===== config.mk =====
export PLATFORM = sky130hd
export DESIGN_NAME = saph_shape_seq
export DESIGN_NICKNAME = d
export VERILOG_FILES = /design/src/rtl/saph_types.sv /design/src/rtl/saph_shape_seq.sv
export SDC_FILE = /design/constraint.sdc
export NUM_CORES = 1
export LEC_CHECK = 0
export BUFFER_PORTS_ARGS = -buffer_cell sky130_fd_sc_hd__buf_2
export CAP_MARGIN = 20
export CORE_MARGIN = 2
export CORE_UTILIZATION = 52
export CTS_CLUSTER_SIZE = 28
export DETAILED_ROUTE_END_ITERATION = 8
export PLACE_DENSITY = 0.8
export SYNTH_ARGS = -nofsm -noshare
export SYNTH_HDL_FRONTEND = slang
export SYNTH_SLANG_ARGS = --single-unit

===== constraint.sdc =====
create_clock -name clk -period 5.53 [get_ports clk]
set_input_delay 0.553 -clock clk [delete_from_list [all_inputs] [get_ports clk]]
set_output_delay 0.553 -clock clk [all_outputs]
set_load 0.02 [all_outputs]

===== src/rtl/saph_types.sv =====
// Shared rasterizer front-end types: vertex record, shape encodings and the
// shape command handed to the rasterizer core.
package saph_types;

  localparam logic [1:0] SAPH_SHAPE_LINE = 2'd0;
  localparam logic [1:0] SAPH_SHAPE_TRI  = 2'd1;
  localparam logic [1:0] SAPH_SHAPE_RECT = 2'd2;

  typedef struct packed {
    logic [15:0] x;
    logic [15:0] y;
  } vertex;

  typedef bit [1:0] shape_t;

  typedef struct packed {
    shape_t shape;
    vertex  v0;
    vertex  v1;
    vertex  v2;
  } rast_cmd;

endpackage


===== src/rtl/saph_shape_seq.sv =====
// Groups transformed vertices into complete line/tri/rect shapes and issues them
// to the rasterizer. Optional strip mode is built when SAPH_SHAPE_STRIP_EN is defined.
module saph_shape_seq
  import saph_types::*;
#(
  parameter int CNT_W = 32
) (
  input  logic                                 clk,
  input  logic                                 rst,
  input  logic                                 cmd_valid,
  output logic                                 cmd_ready,
  input  logic [1:0]                           cmd_shape,
  input  logic [15:0]                          cmd_count,
`ifdef SAPH_SHAPE_STRIP_EN
  input  logic                                 cmd_strip,
`endif
  input  logic                                 vtx_valid,
  output logic                                 vtx_ready,
  input  logic [$bits(saph_types::vertex)-1:0] vtx_data,
  output logic                                 rast_valid,
  input  logic                                 rast_ready,
  output logic [$bits(saph_types::rast_cmd)-1:0] rast_cmd,
  output logic                                 busy,
  output logic [CNT_W-1:0]                     shape_cnt,
  output logic                                 err_shape
);

  typedef enum logic [1:0] {
    S_IDLE,
    S_COLLECT,
    S_ISSUE
  } state_e;

  state_e              state_q, state_d;
  logic [1:0]          shape_q, shape_d;
  logic [15:0]         remaining_q, remaining_d;
  logic [1:0]          idx_q, idx_d;
  saph_types::vertex   v0_q, v0_d;
  saph_types::vertex   v1_q, v1_d;
  saph_types::vertex   v2_q, v2_d;
  logic [CNT_W-1:0]    cnt_q, cnt_d;
  logic                err_q, err_d;
`ifdef SAPH_SHAPE_STRIP_EN
  logic                strip_q, strip_d;
  logic                cont_q, cont_d;
`endif

  saph_types::vertex   vtx_in;
  logic [1:0]          last_idx;
  saph_types::rast_cmd cmd_out;

  assign vtx_in   = vtx_data;
  assign last_idx = (shape_q == SAPH_SHAPE_TRI) ? 2'd2 : 2'd1;

  always_comb begin
    state_d     = state_q;
    shape_d     = shape_q;
    remaining_d = remaining_q;
    idx_d       = idx_q;
    v0_d        = v0_q;
    v1_d        = v1_q;
    v2_d        = v2_q;
    cnt_d       = cnt_q;
    err_d       = err_q;
`ifdef SAPH_SHAPE_STRIP_EN
    strip_d     = strip_q;
    cont_d      = cont_q;
`endif
    cmd_ready   = 1'b0;
    vtx_ready   = 1'b0;
    rast_valid  = 1'b0;

    case (state_q)
      S_IDLE: begin
        cmd_ready = 1'b1;
        if (cmd_valid) begin
          if (cmd_shape == 2'b11) begin
            err_d = 1'b1;
          end else if (cmd_count != 16'd0) begin
            shape_d     = cmd_shape;
            remaining_d = cmd_count;
            idx_d       = 2'd0;
            state_d     = S_COLLECT;
`ifdef SAPH_SHAPE_STRIP_EN
            // Rectangles have no strip form, so they always collect as a list.
            strip_d     = cmd_strip && (cmd_shape != SAPH_SHAPE_RECT);
            cont_d      = 1'b0;
`endif
          end
        end
      end

      S_COLLECT: begin
        vtx_ready = 1'b1;
        if (vtx_valid) begin
`ifdef SAPH_SHAPE_STRIP_EN
          if (cont_q) begin
            // Strip continuation: slide the window by one vertex.
            v0_d = v1_q;
            if (shape_q == SAPH_SHAPE_TRI) begin
              v1_d = v2_q;
              v2_d = vtx_in;
            end else begin
              v1_d = vtx_in;
            end
            state_d = S_ISSUE;
          end else begin
`endif
            case (idx_q)
              2'd0:    v0_d = vtx_in;
              2'd1:    v1_d = vtx_in;
              default: v2_d = vtx_in;
            endcase
            idx_d = idx_q + 2'd1;
            if (idx_q == last_idx) begin
              state_d = S_ISSUE;
            end
`ifdef SAPH_SHAPE_STRIP_EN
          end
`endif
        end
      end

      S_ISSUE: begin
        rast_valid = 1'b1;
        if (rast_ready) begin
          remaining_d = remaining_q - 16'd1;
          cnt_d       = cnt_q + 1'b1;
          idx_d       = 2'd0;
`ifdef SAPH_SHAPE_STRIP_EN
          cont_d      = strip_q;
`endif
          state_d     = (remaining_q == 16'd1) ? S_IDLE : S_COLLECT;
        end
      end

      default: state_d = S_IDLE;
    endcase
  end

  always_ff @(posedge clk or posedge rst) begin
    if (rst) begin
      state_q     <= S_IDLE;
      shape_q     <= 2'd0;
      remaining_q <= 16'd0;
      idx_q       <= 2'd0;
      v0_q        <= '0;
      v1_q        <= '0;
      v2_q        <= '0;
      cnt_q       <= '0;
      err_q       <= 1'b0;
`ifdef SAPH_SHAPE_STRIP_EN
      strip_q     <= 1'b0;
      cont_q      <= 1'b0;
`endif
    end else begin
      state_q     <= state_d;
      shape_q     <= shape_d;
      remaining_q <= remaining_d;
      idx_q       <= idx_d;
      v0_q        <= v0_d;
      v1_q        <= v1_d;
      v2_q        <= v2_d;
      cnt_q       <= cnt_d;
      err_q       <= err_d;
`ifdef SAPH_SHAPE_STRIP_EN
      strip_q     <= strip_d;
      cont_q      <= cont_d;
`endif
    end
  end

  // Lines and rects only carry two vertices; the third slot is presented as zero.
  always_comb begin
    cmd_out       = '0;
    cmd_out.shape = shape_q;
    cmd_out.v0    = v0_q;
    cmd_out.v1    = v1_q;
    cmd_out.v2    = (shape_q == SAPH_SHAPE_TRI) ? v2_q : '0;
  end

  assign rast_cmd  = cmd_out;
  assign busy      = (state_q != S_IDLE);
  assign shape_cnt = cnt_q;
  assign err_shape = err_q;

endmodule


* Word-level counts from Yosys, hierarchy flattened *
Index checks and enable logic that the tools add are counted.

storage, ports and cells
  flip-flop bits (word level) = 151
  input port bits = 55
  logic and storage cells = 70
  output and inout port bits = 135

cells by class
  add/subtract/negate cells = 3
  bitwise gates (word level) = 2
  muxes and demuxes = 24
  reduce and logical (&&, ||, !) cells = 16
  equal/unequal tests = 13

operators by type and width
  operator                 number
  $mux W16                 4
  $add A32 B1 Y32 const B  1
  $mux W32                 1
  $pmux W16 S2             1
  $mux W2                  12
  $eq A16 B1 Y1 const B    1
  $reduce_bool A16 Y1      1
  $sub A16 B1 Y16 const B  1
  $ne A2 B2 Y1 const B     6
  $pmux W2 S3              2
  $reduce_and A3 Y1        4
  $reduce_and A6 Y1        2
  $eq A2 B1 Y1 const B     3
  $reduce_and A5 Y1        1
  $eq A2 B2 Y1 const B     2
  $logic_not A2 Y1         2
  $mux W1                  4
  $reduce_and A4 Y1        1
  $reduce_bool A2 Y1       2
  $reduce_bool A3 Y1       1
  $add A2 B1 Y2 const B    1
  $eq A2 B2 Y1             1
  $not A1 Y1               2
  $reduce_and A2 Y1        1
  $reduce_or A2 Y1         1

* Depth between registers and ports, before layout *
  depth after elaboration = 6
  depth in mapped cells = 7
  gate-level depth less buffers = 6

* Worst setup path before layout *
OpenSTA, ideal clock, no wires.

  kind = reg2reg
  start = register remaining_q[7]
  end = register remaining_q[15]
  required time = 5.408 ns
  arrival = 2.147 ns
  stages on the path, launching flop included = 6
  period minus slack after synthesis = 2.268 ns
  slack = 3.262 ns
  path through = dfrtp_1 or4_4 or4_1 clkbuf_2 or4_1 a32o_1

on the way
  longest elaborated chain between the ends = 3

ends and longest elaborated chain
  what                    RTL line               RTL
  from (decl)             saph_shape_seq.sv:36   logic [15:0] remaining_q, remaining_d;
  from (signal assigned)  saph_shape_seq.sv:159  remaining_q <= remaining_d;
  $sub A16 B1 Y16         saph_shape_seq.sv:127  remaining_d = remaining_q - 16'd1;
  $mux W16                saph_shape_seq.sv:126  if (rast_ready) begin
  $pmux W16 S2            saph_shape_seq.sv:73   case (state_q)

Every way passes these cells. The select of a mux whose other input is x is not followed.
A chain may end at the register's enable or synchronous reset.

* Worst setup path after layout *
  start = register state_q[0]
  end = output rast_valid

on the way
  longest elaborated chain between the ends = 2

ends and longest elaborated chain
  what                    RTL line               RTL
  from (decl)             saph_shape_seq.sv:34   state_e state_q, state_d;
  from (signal assigned)  saph_shape_seq.sv:157  state_q <= state_d;
  $eq A2 B2 Y1            saph_shape_seq.sv:73
  $mux W1                 saph_shape_seq.sv:73
  to (decl)               saph_shape_seq.sv:20   output logic rast_valid,

Every way passes these cells.

==> results.json <==
{
  "status": "complete, no violations",
  "antenna_found_initial": 0,
  "synthesis.nets": 607,
  "finClkSkew_ns": 0.00589,
  "clk_latency_ns": 0.42,
  "die_y_um": 118,
  "cts-root-buf": "clkbuf_16",
  "dp_hpwl_um": 11200,
  "yosysWarnings": 0,
  "ant_nets": 0,
  "synth_compound_area_frac": 0.0633,
  "initial_core_util": 0.532,
  "cts_buffers": 17,
  "synth_cell_types": 53,
  "drc": 0,
  "path_clk_slew_ns": 0.06,
  "synth.area.top_cells": "dfrtp_1, mux2_2, xnor2_1",
  "power_density_nw_per_um2": 574,
  "p_int_mw": 3.03,
  "synth_simple_gate_area_share": 0.137,
  "firstDrtPassIters": 4,
  "syn_inst": 547,
  "grt_overflow": 0,
  "yosys.area.top_type": "dfrtp_1",
  "setup_violations": 0,
  "final_layout_size_suffix_gt1_frac": 0.448,
  "finalMaxSlewViolations": 0,
  "combPwrFrac": 0.387,
  "crit_required_ns": 4.98,
  "die_x_um": 118,
  "ios": 190,
  "avgRoutedWirePerCell_um": 17.5,
  "clock_sinks": 151,
  "period_needed_ns": 2.99,
  "pwr-share-clk": 0.232,
  "min_path_type": "input pin to asynchronous set/reset pin",
  "avgSynthCellArea_sq_um": 12.3,
  "cts_max_path_buffers": 2,
  "n_fill_cell": 990,
  "sw_frac_of_total": 0.372,
  "grt_max_degree": 86,
  "n_antenna_cell": 0,
  "seq_area_frac_synth": 0.563,
  "relSlewSlack": 0.311,
  "synth-edff-count": 0,
  "vias": 5118,
  "vdd_drop_max_mv": 0.344,
  "synth_top_family_by_area": "multiplexers",
  "grt_pass1_wl_um": 26500,
  "cts_post_setup_buffers_inserted": 0,
  "async_flop_share": 1.00,
  "fmax_mhz": 335,
  "end_kind": "output port",
  "cts_resized": 0,
  "rows": 41,
  "cts_tree": "done",
  "yosys.area_share.adder": 0.00931,
  "tns_ns": 0,
  "syn2layout_area_growth_pct": 25.2,
  "critPathKind": "flip-flop to output port",
  "synthFlopType": "dfrtp_1",
  "drv_cap": 0,
  "muxShareOfSynthArea": 0.164,
  "grt_pass1_vias": 5270,
  "initialDrtViolationCount": 427,
  "core_sq_um": 12600,
  "yosysTopAreaCellShare": 0.563,
  "worst_slack_ns": 2.54,
  "ys_ff_latch": 151,
  "final_nets": 793,
  "gp_congestion": 0.881,
  "io_buffers": 189,
  "synth-xor-area-share": 0.0404,
  "placement.setup.worst_slack_ns": 2.85,
  "pwr-share-seq": 0.381,
  "grt_setup_unrepaired": "no",
  "arrival_ns": 2.43,
  "final_cell_area_sq_um": 8410,
  "cp-start-kind": "flip-flop",
  "hold_viol_final": 0,
  "cp_max_fo": 22,
  "wl_um": 16000,
  "syn_area_sq_um": 6720,
  "worst_pin_slew_ns": 1.03,
  "fin_crit_sh": 0.540,
  "htree_levels": 4,
  "routed_via_density": 5.58,
  "grt_use_total": 0.241,
  "dieArea_sq_um": 13800,
  "placed_area_sq_um": 7830,
  "p_switching_mw": 1.80,
  "hold_buffers": 0,
  "fin_util": 0.666,
  "p_leak_nw": 3.99
}
[power groups by stage]
stage          logic, mW  clock network, mW  registers (mW)
3_5_place_dp        1.88                  0            1.85
2_1_floorplan      0.973                  0            2.10
5_1_grt             2.01               1.19            1.90
3_3_place_gp        1.82                  0            1.81
4_1_cts             1.89               1.14            1.84
6_report            1.87               1.12            1.84
[metal layers]
metal | part of all wire | track usage | wire length (um)
met1 | 0.40 | 0.287 | 6400
met2 | 0.51 | 0.414 | 8260
met3 | 0.061 | 0.0669 | 981
met4 | 0.025 | 0.101 | 405
met5 | 0 | 0 | 0
[synth_stat cells (3+ instances only)]
library cell  count
a2111oi_0         7
a21oi_1           7
a2bb2oi_1         5
a32o_1            6
and2_1           35
and3_1            7
and4_1            5
buf_1             8
clkbuf_1         19
dfrtp_1         151
ha_1              5
inv_1            13
mux2_2           96
nand2_1          29
nand3_1          13
nand4_1          18
nor2_1           15
nor2b_1           4
nor3_1           16
nor4_1            7
o21ai_0           8
o22ai_1           4
or3_1             3
or3b_2            3
or4_1             3
xnor2_1          29
[sequential cells by signal, indices dropped and copies added (netlist names)]
name         flops
remaining_q     16
err_shape        1
idx_q            2
shape_cnt       32
state_q          2
shape_q          2
rast_cmd        64
v2_q            32
[placed cells by master, fill, tap and decap left out, types with 4 or more instances in the layout]
master / n
nor3_1: 16
dfrtp_1: 151
o22ai_1: 4
nand2_1: 29
clkinvlp_4: 4
and3_1: 7
nand3_1: 11
xnor2_1: 29
inv_1: 12
mux2_2: 96
a32o_1: 6
nor2_1: 15
clkbuf_16: 17
nand4_1: 18
and2_1: 35
and4_1: 5
buf_4: 5
a2111oi_0: 7
nor4_1: 6
o21ai_0: 8
a2bb2oi_1: 5
ha_1: 5
a21oi_1: 7
buf_2: 190
[worst paths after layout]
path | from | end | slack, ns | cells past startpoint
worst max register to register | state_q[0] | rast_cmd[42] | 2.84 | 3
worst min-delay path | rst | shape_cnt[31] | 0.27 | 2
min in group clk | rast_ready | state_q[1] | 0.38 | 2
worst max-delay path | state_q[0] | rast_valid | 2.54 | 3
worst min register to register | shape_cnt[31] | shape_cnt[31] | 0.48 | 1
max in group asynchronous | rst | shape_cnt[16] | 3.93 | 3
[cell type report]
| class | count | area (sq um) | area share |
|---|---|---|---|
| Tap cell | 172 | 215 | 0.0256 |
| Inverter | 13 | 53.8 | 0.00640 |
| Multi-Input combinational cell | 355 | 2800 | 0.333 |
| Timing Repair Buffer | 195 | 988 | 0.118 |
| Clock inverter | 11 | 126 | 0.0150 |
| Sequential cell | 151 | 3780 | 0.449 |
| Clock buffer | 20 | 447 | 0.0531 |
[worst max-delay path, stage by stage, from the launching register on]
cell	delay (ns)
dfrtp_1	0.62
nand2b_1	0.67
inv_1	0.43
buf_2	0.28
[metrics by stage]
step                hold WS (ns)  std cells  power, mW
floorplan                  0.456        547       3.07
global placement           0.458        885       3.63
detailed placement         0.461        885       3.72
CTS                        0.301        916       4.87
global route               0.335        917       5.09
finish                     0.270        917       4.83
[kinds of logic (layout without fill, tap and decap cells)]
group | count (synthesis) | in the layout
AND/OR/NAND/NOR | 165 | 165
adder cells (fa/ha/maj) | 5 | 5
multiplexers | 98 | 98
AO/OA/AOI/OAI | 56 | 56
buffers and inverters | 41 | 239
XOR/XNOR | 31 | 31
flip-flops | 151 | 151
No activity file was read; power rests on OpenSTA's default activity.
